## config.mk

```make
export PLATFORM = sky130hd
export DESIGN_NAME = if_stage_flat
export DESIGN_NICKNAME = d
export VERILOG_FILES = /design/src/rtl/if_stage_if.sv /design/src/rtl/if_stage.sv /design/src/flat_wrapper.sv
export SDC_FILE = /design/constraint.sdc
export NUM_CORES = 1
export LEC_CHECK = 0
export ABC_AREA = 1
export CAP_MARGIN = 20
export CORE_MARGIN = 2
export CORE_UTILIZATION = 35
export CTS_CLUSTER_DIAMETER = 120
export DETAILED_ROUTE_END_ITERATION = 8
export MAX_ROUTING_LAYER = met4
export PLACE_DENSITY = 0.67
export SETUP_SLACK_MARGIN = 0.05
export SYNTH_ARGS = -nofsm -noshare
export SYNTH_HDL_FRONTEND = slang
export SYNTH_SLANG_ARGS = --single-unit
```

## constraint.sdc

```tcl
create_clock -name clk -period 4.35 [get_ports clk]
set_input_delay 1.0875 -clock clk [delete_from_list [all_inputs] [get_ports clk]]
set_output_delay 1.0875 -clock clk [all_outputs]
set_load 0.01 [all_outputs]
```

## src/rtl/if_stage_if.sv

```systemverilog
// Instruction-fetch SRAM-like bus: one request/accept handshake plus a data-return strobe.
interface if_stage_if;
    logic        inst_req;
    logic [31:0] inst_addr;
    logic        inst_addr_ok;
    logic        inst_data_ok;
    logic [31:0] inst_rdata;

    modport master (
        output inst_req,
        output inst_addr,
        input  inst_addr_ok,
        input  inst_data_ok,
        input  inst_rdata
    );

    modport slave (
        input  inst_req,
        input  inst_addr,
        output inst_addr_ok,
        output inst_data_ok,
        output inst_rdata
    );
endinterface

```

## src/rtl/if_stage.sv

```systemverilog
// Instruction fetch stage: single-outstanding fetch FSM, one-entry skid buffer,
// IF/ID pipeline register, delayed (delay-slot) redirects and flush handling.
// Optional build macro IF_ADDR_ERR_EN: misaligned pc_f raises adel_d instead of fetching.
module if_stage (
    input  logic        clk,
    input  logic        rst,
    input  logic        stall_d,
    input  logic        flush,
    input  logic        redirect_valid,
    input  logic [31:0] redirect_pc,
    if_stage_if.master  ibus,
    output logic [31:0] instr_d,
    output logic [31:0] pc_d,
    output logic        valid_d,
    output logic [5:0]  op_d,
    output logic [4:0]  rs_d,
    output logic [4:0]  rt_d,
    output logic [4:0]  rd_d,
    output logic [5:0]  funct_d,
    output logic        adel_d,
    output logic        fetch_busy
);

    localparam logic [31:0] RESET_PC = 32'hBFC0_0000;

    typedef enum logic [1:0] {
        S_IDLE,
        S_REQ,
        S_WAIT,
        S_HOLD
    } state_t;

    state_t      state;
    logic [31:0] pc_f;
    logic        pend_valid;
    logic [31:0] pend_pc;
    logic        discard;
    logic [31:0] skid_instr;
    logic [31:0] skid_pc;
    logic        addr_acc;
    logic        data_acc;
    logic [31:0] next_pc;

`ifdef IF_ADDR_ERR_EN
    logic        misalign;
    logic        adel_r;

    assign misalign       = (pc_f[1:0] != 2'b00);
    assign ibus.inst_req  = (state == S_REQ) && !misalign;
    assign ibus.inst_addr = pc_f;
    assign adel_d         = adel_r;
`else
    assign ibus.inst_req  = (state == S_REQ);
    assign ibus.inst_addr = {pc_f[31:2], 2'b00};
    assign adel_d         = 1'b0;
`endif

    assign addr_acc   = ibus.inst_req && ibus.inst_addr_ok;
    assign data_acc   = (state == S_WAIT) && ibus.inst_data_ok;
    assign fetch_busy = (state == S_REQ) || (state == S_WAIT);

    // Fetch target after a completed fetch: same-cycle redirect, then pending redirect, then sequential.
    assign next_pc = redirect_valid ? redirect_pc :
                     pend_valid     ? pend_pc     : pc_f + 32'd4;

    // Decode fields straight off the IF/ID instruction register.
    assign op_d    = instr_d[31:26];
    assign rs_d    = instr_d[25:21];
    assign rt_d    = instr_d[20:16];
    assign rd_d    = instr_d[15:11];
    assign funct_d = instr_d[5:0];

    // Fetch FSM, pending redirect, skid buffer and IF/ID register.
    always_ff @(posedge clk) begin
        if (rst) begin
            state      <= S_IDLE;
            pc_f       <= RESET_PC;
            pend_valid <= 1'b0;
            pend_pc    <= 32'd0;
            discard    <= 1'b0;
            skid_instr <= 32'd0;
            skid_pc    <= 32'd0;
            instr_d    <= 32'd0;
            pc_d       <= 32'd0;
            valid_d    <= 1'b0;
`ifdef IF_ADDR_ERR_EN
            adel_r     <= 1'b0;
`endif
        end else if (flush) begin
            valid_d    <= 1'b0;
            pend_valid <= 1'b0;
            pc_f       <= redirect_pc;
            case (state)
                S_REQ: begin
                    if (addr_acc) begin
                        state   <= S_WAIT;
                        discard <= 1'b1;
                    end
                end
                S_WAIT: begin
                    if (data_acc) begin
                        state   <= S_REQ;
                        discard <= 1'b0;
                    end else begin
                        discard <= 1'b1;
                    end
                end
                default: state <= S_REQ;
            endcase
        end else begin
            if (redirect_valid) begin
                pend_valid <= 1'b1;
                pend_pc    <= redirect_pc;
            end
            if (!stall_d) begin
                valid_d <= 1'b0;
            end
            case (state)
                S_IDLE: begin
`ifdef IF_ADDR_ERR_EN
                    if (!misalign) begin
                        state <= S_REQ;
                    end
`else
                    state <= S_REQ;
`endif
                end
                S_REQ: begin
`ifdef IF_ADDR_ERR_EN
                    if (misalign) begin
                        if (!stall_d) begin
                            instr_d <= 32'd0;
                            pc_d    <= pc_f;
                            adel_r  <= 1'b1;
                            valid_d <= 1'b1;
                            state   <= S_IDLE;
                        end
                    end else if (addr_acc) begin
                        state <= S_WAIT;
                    end
`else
                    if (addr_acc) begin
                        state <= S_WAIT;
                    end
`endif
                end
                S_WAIT: begin
                    if (data_acc) begin
                        state   <= S_REQ;
                        discard <= 1'b0;
                        if (!discard) begin
                            pc_f       <= next_pc;
                            pend_valid <= 1'b0;
                            if (stall_d) begin
                                skid_instr <= ibus.inst_rdata;
                                skid_pc    <= pc_f;
                                state      <= S_HOLD;
                            end else begin
                                instr_d <= ibus.inst_rdata;
                                pc_d    <= pc_f;
                                valid_d <= 1'b1;
`ifdef IF_ADDR_ERR_EN
                                adel_r  <= 1'b0;
`endif
                            end
                        end
                    end
                end
                S_HOLD: begin
                    if (!stall_d) begin
                        instr_d <= skid_instr;
                        pc_d    <= skid_pc;
                        valid_d <= 1'b1;
`ifdef IF_ADDR_ERR_EN
                        adel_r  <= 1'b0;
`endif
                        state   <= S_REQ;
                    end
                end
                default: state <= S_IDLE;
            endcase
        end
    end

endmodule

```

## src/flat_wrapper.sv

```systemverilog
// flat-port wrapper written by rule: the top's interface ports become plain ports
module if_stage_flat 
  (clk, rst, stall_d, flush, redirect_valid, redirect_pc, instr_d, pc_d, valid_d, op_d, rs_d, rt_d, rd_d, funct_d, adel_d, fetch_busy, ibus_inst_req, ibus_inst_addr, ibus_inst_addr_ok, ibus_inst_data_ok, ibus_inst_rdata);
  if_stage_if ibus_i ();
  input  logic clk;
  input  logic rst;
  input  logic stall_d;
  input  logic flush;
  input  logic redirect_valid;
  input  logic [31:0] redirect_pc;
  output logic [31:0] instr_d;
  output logic [31:0] pc_d;
  output logic valid_d;
  output logic [5:0] op_d;
  output logic [4:0] rs_d;
  output logic [4:0] rt_d;
  output logic [4:0] rd_d;
  output logic [5:0] funct_d;
  output logic adel_d;
  output logic fetch_busy;
  output wire logic [$bits(ibus_i.inst_req)-1:0] ibus_inst_req;
  output wire logic [$bits(ibus_i.inst_addr)-1:0] ibus_inst_addr;
  input wire logic [$bits(ibus_i.inst_addr_ok)-1:0] ibus_inst_addr_ok;
  input wire logic [$bits(ibus_i.inst_data_ok)-1:0] ibus_inst_data_ok;
  input wire logic [$bits(ibus_i.inst_rdata)-1:0] ibus_inst_rdata;
  assign ibus_inst_req = ibus_i.inst_req;
  assign ibus_inst_addr = ibus_i.inst_addr;
  assign ibus_i.inst_addr_ok = ibus_inst_addr_ok;
  assign ibus_i.inst_data_ok = ibus_inst_data_ok;
  assign ibus_i.inst_rdata = ibus_inst_rdata;
  if_stage u_core (.clk(clk), .rst(rst), .stall_d(stall_d), .flush(flush), .redirect_valid(redirect_valid), .redirect_pc(redirect_pc), .ibus(ibus_i), .instr_d(instr_d), .pc_d(pc_d), .valid_d(valid_d), .op_d(op_d), .rs_d(rs_d), .rt_d(rt_d), .rd_d(rd_d), .funct_d(funct_d), .adel_d(adel_d), .fetch_busy(fetch_busy));
endmodule
```

**After elaboration in Yosys (flattened, before gate mapping)**

Index checks and enable logic that the tools add are counted.

- Register bits after elaboration: 197
- Input bits: 71

- Add/sub/neg operators: 1
- Equal/unequal tests: 10
- Multiplexer cells: 40
- Bitwise logic cells: 2
- Reductions and logical operators: 15

Operator list:

| cell | number |
|---|---|
| $mux 32 | 14 |
| $pmux 32 s2 | 2 |
| $add 32x3->32 const B | 1 |
| $mux 2 | 7 |
| $mux 1 | 13 |
| $ne 2x2->1 const B | 4 |
| $pmux 2 s4 | 1 |
| $reduce_bool 2->1 | 4 |
| $ne 3x3->1 const B | 2 |
| $reduce_and 6->1 | 1 |
| $reduce_and 5->1 | 1 |
| $eq 2x2->1 const B | 2 |
| $pmux 1 s2 | 2 |
| $pmux 2 s2 | 1 |
| $reduce_and 2->1 | 2 |
| $reduce_and 4->1 | 1 |
| $reduce_and 3->1 | 1 |
| $eq 2x1->1 const B | 1 |
| $logic_and 1x1->1 | 2 |
| $logic_not 2->1 | 1 |
| $ne 2x1->1 const B | 1 |
| $not 1->1 | 2 |
| $reduce_or 2->1 | 1 |
| $logic_or 1x1->1 | 1 |

**Longest topological paths before layout**

Gate-level depths: netlist (run 1).

- Word-level depth: 7
- Mapped depth: 12
- Gate-level depth less buffers: 12

**Worst setup path after synthesis (run 1)**

Ideal clock, no wire load.

- Path type: input to register
- From: in flush
- To: reg u_core.instr_d[10]
- Arrival: 1,941 ps
- Path slack: 2,276 ps
- Stages on the path: 7
- Path buffers: 3
- Path through: buf_4 a21oi_1 nand2_1 inv_2 buf_4 clkbuf_1 a21oi_1

- Word-level cells in the longest chain between the ends: 2

RTL lines:

| what | RTL line | RTL |
|---|---|---|
| start: declaration | flat_wrapper.sv:8 | `input logic flush;` |
| $not 1->1 (no source line) | - |  |
| $reduce_and 6->1 (no source line) | - |  |
| end signal: assignment | if_stage.sv:159 | `instr_d <= ibus.inst_rdata;` |
| end signal: assignment | if_stage.sv:171 | `instr_d <= skid_instr;` |
| end: declaration | if_stage.sv:12 | `output logic [31:0] instr_d,` |

No other way between the ends.
A chain may end at the register's enable or synchronous reset.

**Final worst setup path (run 1)**

- From: reg u_core.state[0]
- To: out fetch_busy

- Word-level cells in the longest chain between the ends: 2
- Elaborated cells between the ends (all ways): 3
- Those cells by class: eq/ne (2); reduce/logical (1)

RTL lines:

| what | RTL line | RTL |
|---|---|---|
| start: declaration | if_stage.sv:33 | `state_t state;` |
| start signal: assignment | if_stage.sv:76 | `state <= S_IDLE;` |
| start signal: assignment | if_stage.sv:96 | `state <= S_WAIT;` |
| start signal: assignment | if_stage.sv:102 | `state <= S_REQ;` |
| $eq 2x1->1 or $eq 2x2->1 (tied branches) | if_stage.sv:60 | `assign fetch_busy = (state == S_REQ) \|\| (state == S_WAIT);` |
| $logic_or 1x1->1 (*) | if_stage.sv:60 |  |
| end: declaration | flat_wrapper.sv:20 | `output logic fetch_busy;` |

Every way passes the cells marked *; elsewhere a longest branch is shown, timed or not.

==> results of run 1 <==
## cell type report
class                      instances  area (um2)  share of cell area, %
clock buffer                      21         460                   3.90
clock inverter                    11         149                   1.26
inverter                         110         414                   3.51
multi-input combinational        919        4320                   36.6
sequential                       197        3940                   33.4
tap                              341         427                   3.62
timing repair buffer             208        2080                   17.6
## layout by cell type (no fill, tap or decap)
master / count
a21oi_1: 287
nand2_1: 214
dfxtp_1: 197
clkdlybuf4s50_1: 193
nor2_1: 122
nand3_1: 106
inv_1: 103
o21ai_0: 95
o21ai_1: 44
clkbuf_16: 17
nor2_2: 11
buf_4: 11
o211ai_1: 7
inv_2: 6
o22ai_1: 4
clkinv_2: 4
a221oi_1: 3
a211oi_1: 3
nor2_4: 3
nand4_1: 3
xor2_1: 3
ha_1: 3
conb_1: 3
bufinv_16: 3
clkinv_4: 3
buf_12: 3
nor3_1: 2
nand2_2: 2
clkbuf_8: 2
clkbuf_1: 2
inv_6: 2
a31oi_1: 1
a21oi_2: 1
nand3_2: 1
ha_4: 1
buf_2: 1
## power groups by stage
stage                     clock, uW  combinational, uW  sequential, uW
after floorplan                   0                317            1950
after detailed placement          0                513            1980
after global routing           1780                572            1950
after CTS                      1690                516            1940
after global placement            0                508            1980
final                          1660                514            1940
## sequential cells by signal, summed over array words and instances (netlist names)
name / cells
u_core.pend_valid: 1
u_core.pc_d: 32
u_core.instr_d: 32
u_core.skid_pc: 32
u_core.valid_d: 1
u_core.state: 2
u_core.pend_pc: 32
u_core.pc_f: 32
u_core.discard: 1
u_core.skid_instr: 32
## worst max-delay path, stage by stage (launching register included)
cell and delay (ns):
dfxtp_1 0.43, inv_1 0.07, ha_1 0.29, inv_1 0.09, clkdlybuf4s50_1 0.56
## final timing paths
check	start	end	slack [ns]	cells past startpoint
hold / removal	u_core.pend_pc[5]	u_core.pend_pc[5]	0.45	2
setup / recovery	u_core.state[0]	fetch_busy	1.40	4
setup reg to reg	u_core.state[0]	u_core.pc_d[7]	1.77	8
hold reg to reg	u_core.pend_pc[5]	u_core.pend_pc[5]	0.45	2
## synth_stat cells
| cell type | n |
|---|---|
| a211oi_1 | 3 |
| a21oi_1 | 287 |
| a21oi_2 | 1 |
| a221oi_1 | 3 |
| a31oi_1 | 1 |
| buf_1 | 1 |
| buf_2 | 34 |
| buf_4 | 67 |
| clkbuf_1 | 53 |
| conb_1 | 1 |
| dfxtp_1 | 197 |
| ha_1 | 4 |
| inv_1 | 105 |
| inv_2 | 5 |
| nand2_1 | 215 |
| nand2_2 | 1 |
| nand3_1 | 106 |
| nand3_2 | 1 |
| nand4_1 | 3 |
| nor2_1 | 123 |
| nor2_2 | 11 |
| nor2_4 | 2 |
| nor3_1 | 2 |
| o211ai_1 | 7 |
| o21ai_0 | 95 |
| o21ai_1 | 44 |
| o22ai_1 | 4 |
| xor2_1 | 3 |
## metrics by stage
stage	util [%]	power (uW)
3_5_place_dp	41.7	2490
4_1_cts	44.0	4150
3_3_place_gp	41.7	2490
2_1_floorplan	-	2270
6_report	44.0	4120
5_1_grt	44.0	4300
## metal layers
metal / share of wire [%] / GRT usage (%) / vias to the layer above
met5: 0 / - / -
met4: 1.3 / 4.46 / 0
met3: 5.6 / 3.44 / 26
met2: 47 / 32.9 / 311
met1: 46 / 27.7 / 4334
li1: - / - / 4665
## cells by family (layout without fill, tap and decap cells)
family | count (synthesis) | in the layout | synth area share [%]
flops | 197 | 197 | 41.4
buf+inv | 265 | 350 | 13.5
fa+ha+maj | 4 | 4 | 0.526
xor+xnor | 3 | 3 | 0.276
simple gates | 464 | 464 | 20.3
compound gates | 445 | 445 | 23.9
other cells | 1 | 3 | 0.0394
==> metrics, run 1 <==
status=finished clean; nets@finish=between 1500 and 2000; Int Power=approximately 3000 uW; setup bufs post-CTS=0; Max Cap Viol=0; total number of yosys warnings=0; H-tree Lvls=4; Die Y=169 um; area of the mapped netlist=about 0.0095 mm2; relative slew slack=between 30% and 40%; hold buffer count at CTS=0; maximum buffer depth of the clock tree=2; WS Path Type=register to output port; Fmax=between 0.3 and 0.4 GHz; first-pass GRT wire length=around 46000 um; CTS clock-pin slew for the worst setup and hold paths=0.07 ns; vias in the first global route=about 8600; Synth top area share=41.4%; Design Area, Final=0.0118 mm2; Hold WS=0.450 ns; CTS sink count=between 150 and 200; ANT cells=0; Max IR drop VDD=0.282 mV; dpl cell area=between 0.01 and 0.015 mm2; Pins Over Slew Limit=0; via/cell ratio=about 5.2; ANT nets after route=0; NetSw=~1100 uW; Min Clock Period, post-route=2.95 ns; die area=0.0285 mm2; Finish-stage setup viols=0; post-synthesis instance total=between 1000 and 1500; fillers=around 2700; core area=0.0268 mm2; IO buf count=roughly 190; routed via count=about 9300; total CTS buffers=17; Die Wd=around 170 um; largest net degree at the start of global routing=79; Pre-antenna DRT Iters=7; post-synthesis to final-layout area growth=23.9%; CP Max Fanout=4; worst skew pair latency=approximately 0.44 ns; RSZ-0062 raised after global routing=false; Wirelength per Cell=approximately 16 um; initial core utilization=a little over a third; largest area contributor in the netlist=dfxtp_1; Clock power frac=between 40 and 50%; GRT Total Usage=approximately a fifth; Final period util=approximately 68%; synthesized area per cell=a little under 7 um2; Worst EP required=3.26 ns; post-synthesis sequential area ratio=about two fifths; Data arrival, critical path=1.86 ns; Worst setup EP type=output port; clock root cell=clkbuf_16; Worst setup SP type=register; Routability Congestion=0.909; post_cts resized=0; switching part of the total power=a little over a quarter; DP HPWL=between 15000 and 20000 um; IO Count=approximately 200; Setup WS post-layout=roughly 1.4 ns; Sequential Power Share=about 47%; antenna violations before repair=0; final wirelength=between 20000 and 30000 um; gr ovfl total=0; Fin. Hold Viols=0; synth top area cells=dfxtp_1 (41%), a21oi_1 (15%), nand2_1 (8.5%); Worst Hold Class=register to register; initial DRC count=808; Rows=60; Setup TNS=0 ns; PwrDens=349 mW/mm2; clock skew=0.0105 ns; FF+latch count, synth=197; Inst Count DP=between 1500 and 2000; # DRC=0; worst slew pin tran=between 1 and 1.5 ns; Leakage=between 0.004 and 0.005 uW; Cell Count, Final, Fillers Out=roughly 1800; share of total power in combinational logic=12.5%; CTS tree=built; share of cells above drive strength 1=4.84%; pre-CTS setup slack=0.984 ns; Yosys cell types=28
Power figures use the tool's default switching activity.
==> run 2, diff against run 1 <==
clock period = 2.95 ns   (was 4.35 ns; I/O delays follow)
==> run 2 against run 1 <==
Combinational power increased by 50%. Setup slack lost 1.1 ns. Utilization up 0.24 points. Cell count up 0.39%. First-iteration DRC count down 8.7%. Hold slack better by 0.0011 ns. Global-route usage shrank 0.31 points. Clock skew is 0.0016 ns lower. Register-to-register slack lost 0.86 ns.
==> metrics, run 2 (synthesis gave the netlist of run 1 again) <==
status=finished clean; worst slew pin tran=~0.89 ns; Min Clock Period, post-route=roughly 2.6 ns; GRT Total Usage=20.4%; crit path cell chain=inv_1 -> ha_1 -> inv_1 -> clkdlybuf4s50_1; fillers=around 2700; Pre-antenna DRT Iters=6; gr busiest metal=met2; post_cts resized=0; M2 GR Usage=between 30% and 40%; via/cell ratio=between 5 and 6; WHS Endpoint=u_core.pend_pc[4]; Worst setup SP type=register; switching part of the total power=28.1%; Finish-stage setup viols=0; min-delay src=u_core.pend_pc[4]; DP HPWL=19800 um; Worst Hold Class=register to register; Worst setup EP type=output port; CTS tree=built; met3 Usage GRT=under 10%; commonest cells after routing, fill and taps aside=a21oi_1 (287), nand2_1 (214), dfxtp_1 (197), clkdlybuf4s50_1 (193), nor2_1 (122); worst r2r dst=u_core.instr_d[16]; ANT cells=0; Fin. Hold Viols=0; antenna violations before repair=0; Final period util=89.0%; Wirelength per Cell=between 15 and 20 um; first-pass GRT wire length=between 40000 and 50000 um; nets@finish=between 1500 and 2000; Leakage=between 0.004 and 0.005 uW; Hold WS=between 0.4 and 0.5 ns; Hold Path Depth=2; Routability Congestion=a little under 0.9; Die Y=roughly 170 um; most common cell after layout, fill and taps aside=a21oi_1; die area=~0.029 mm2; H-tree Lvls=4; CP Max Fanout=4; Data arrival, critical path=about 1.9 ns; clock skew=between 0.008 and 0.009 ns; routed via count=~9300; total CTS buffers=17; Inst Count DP=around 1800; share of cells above drive strength 1=under 10%; Die Wd=169 um; Setup TNS=0 ns; reg2reg start=u_core.state[0]; IO Count=between 150 and 200; M1 GR Usage=27.1%; # DRC=0; CTS sink count=197; flop2flop setup slack=0.91 ns; share of total power in combinational logic=approximately an eighth; hold buffer count at CTS=0; Clock power frac=38.8%; initial core utilization=between 30% and 40%; Fmax=about 0.38 GHz; Cell Count, Final, Fillers Out=1814; clock root cell=clkbuf_16; maximum buffer depth of the clock tree=2; gr ovfl total=0; CP max stage delay=between 0.5 and 0.6 ns; IO buf count=194; CP max-delay cell=clkdlybuf4s50_1; Sequential Power Share=roughly half; final wirelength=28600 um; Max Cap Viol=0; Max IR drop VDD=0.304 mV; RSZ-0062 raised after global routing=false; ANT nets after route=0; Worst EP required=2.21 ns; Pins Over Slew Limit=0; WS Path Type=register to output port; setup bufs post-CTS=0; relative slew slack=around two fifths; post-synthesis to final-layout area growth=24.5%; Pwr Total=5930 uW; critical path's most frequent cell=inv_1; largest net degree at the start of global routing=roughly 130; PwrDens=500 mW/mm2; Setup WS post-layout=between 0.3 and 0.4 ns; pre-CTS setup slack=roughly 0.25 ns; Rows=60; vias in the first global route=between 8000 and 9000; r2r worst-path depth=10; NetSw=around 1700 uW; core area=between 0.02 and 0.03 mm2; Int Power=around 4300 uW; CTS clock-pin slew for the worst setup and hold paths=~0.07 ns; initial DRC count=738; worst skew pair latency=~0.44 ns
[run 2: cell types whose count changed in the layout (fill, tap and decap cells not counted)]
cell,delta
clkinv_8,+2
clkinv_2,-3
buf_12,+3
inv_6,+1
buf_4,+4
bufinv_16,-3
clkbuf_1,-2
clkbuf_8,+1
clkinvlp_4,+2
clkinv_4,+2
[run 2: area by class of cell]
type	instances	area (um2)	share of cell area, %
timing repair buffer	215	2170	18.3
inverter	110	414	3.49
clock buffer	20	467	3.94
tap	341	427	3.60
multi-input combinational	919	4320	36.4
sequential	197	3940	33.3
clock inverter	12	118	0.992
[run 2: how the worst max path moves through the flow]
stage                    startpoint                    end  slack (ns)  cells after the start
floorplan                     flush     u_core.instr_d[10]        1.23                      7
global route        u_core.state[0]             fetch_busy        0.26                      4
finish              u_core.state[0]             fetch_busy        0.33                      4
detailed placement            flush     u_core.skid_pc[12]        0.25                      7
global placement              flush  u_core.skid_instr[28]        0.35                      7
CTS                 u_core.state[0]             fetch_busy        0.32                      4
[run 2: critical path, delay by kind of cell (launching register included)]
kind	cells	cell delay, ns
buf+inv	3	0.73
fa+ha+maj	1	0.29
flops	1	0.43
[run 2: power groups by stage]
stage / Clock, uW / Combinational, uW / Sequential, uW
floorplan: 0 / 468 / 2880
global placement: 0 / 766 / 2920
detailed placement: 0 / 774 / 2920
CTS: 2360 / 777 / 2850
global route: 2470 / 855 / 2870
finish: 2300 / 772 / 2860
[run 2: per-stage QoR]
stage | utilization [%] | area, um2
final | 44.2 | 11900
after global routing | 44.2 | 11900
after CTS | 44.2 | 11900
after detailed placement | 42.1 | 11300
after global placement | 42.1 | 11300
after floorplan | - | 9530
[run 2: layer usage]
metal	share of wire [%]	vias to the layer above
met2	47	292
li1	-	4661
met1	46	4354
met4	1.7	0
met5	0	-
met3	5.2	30
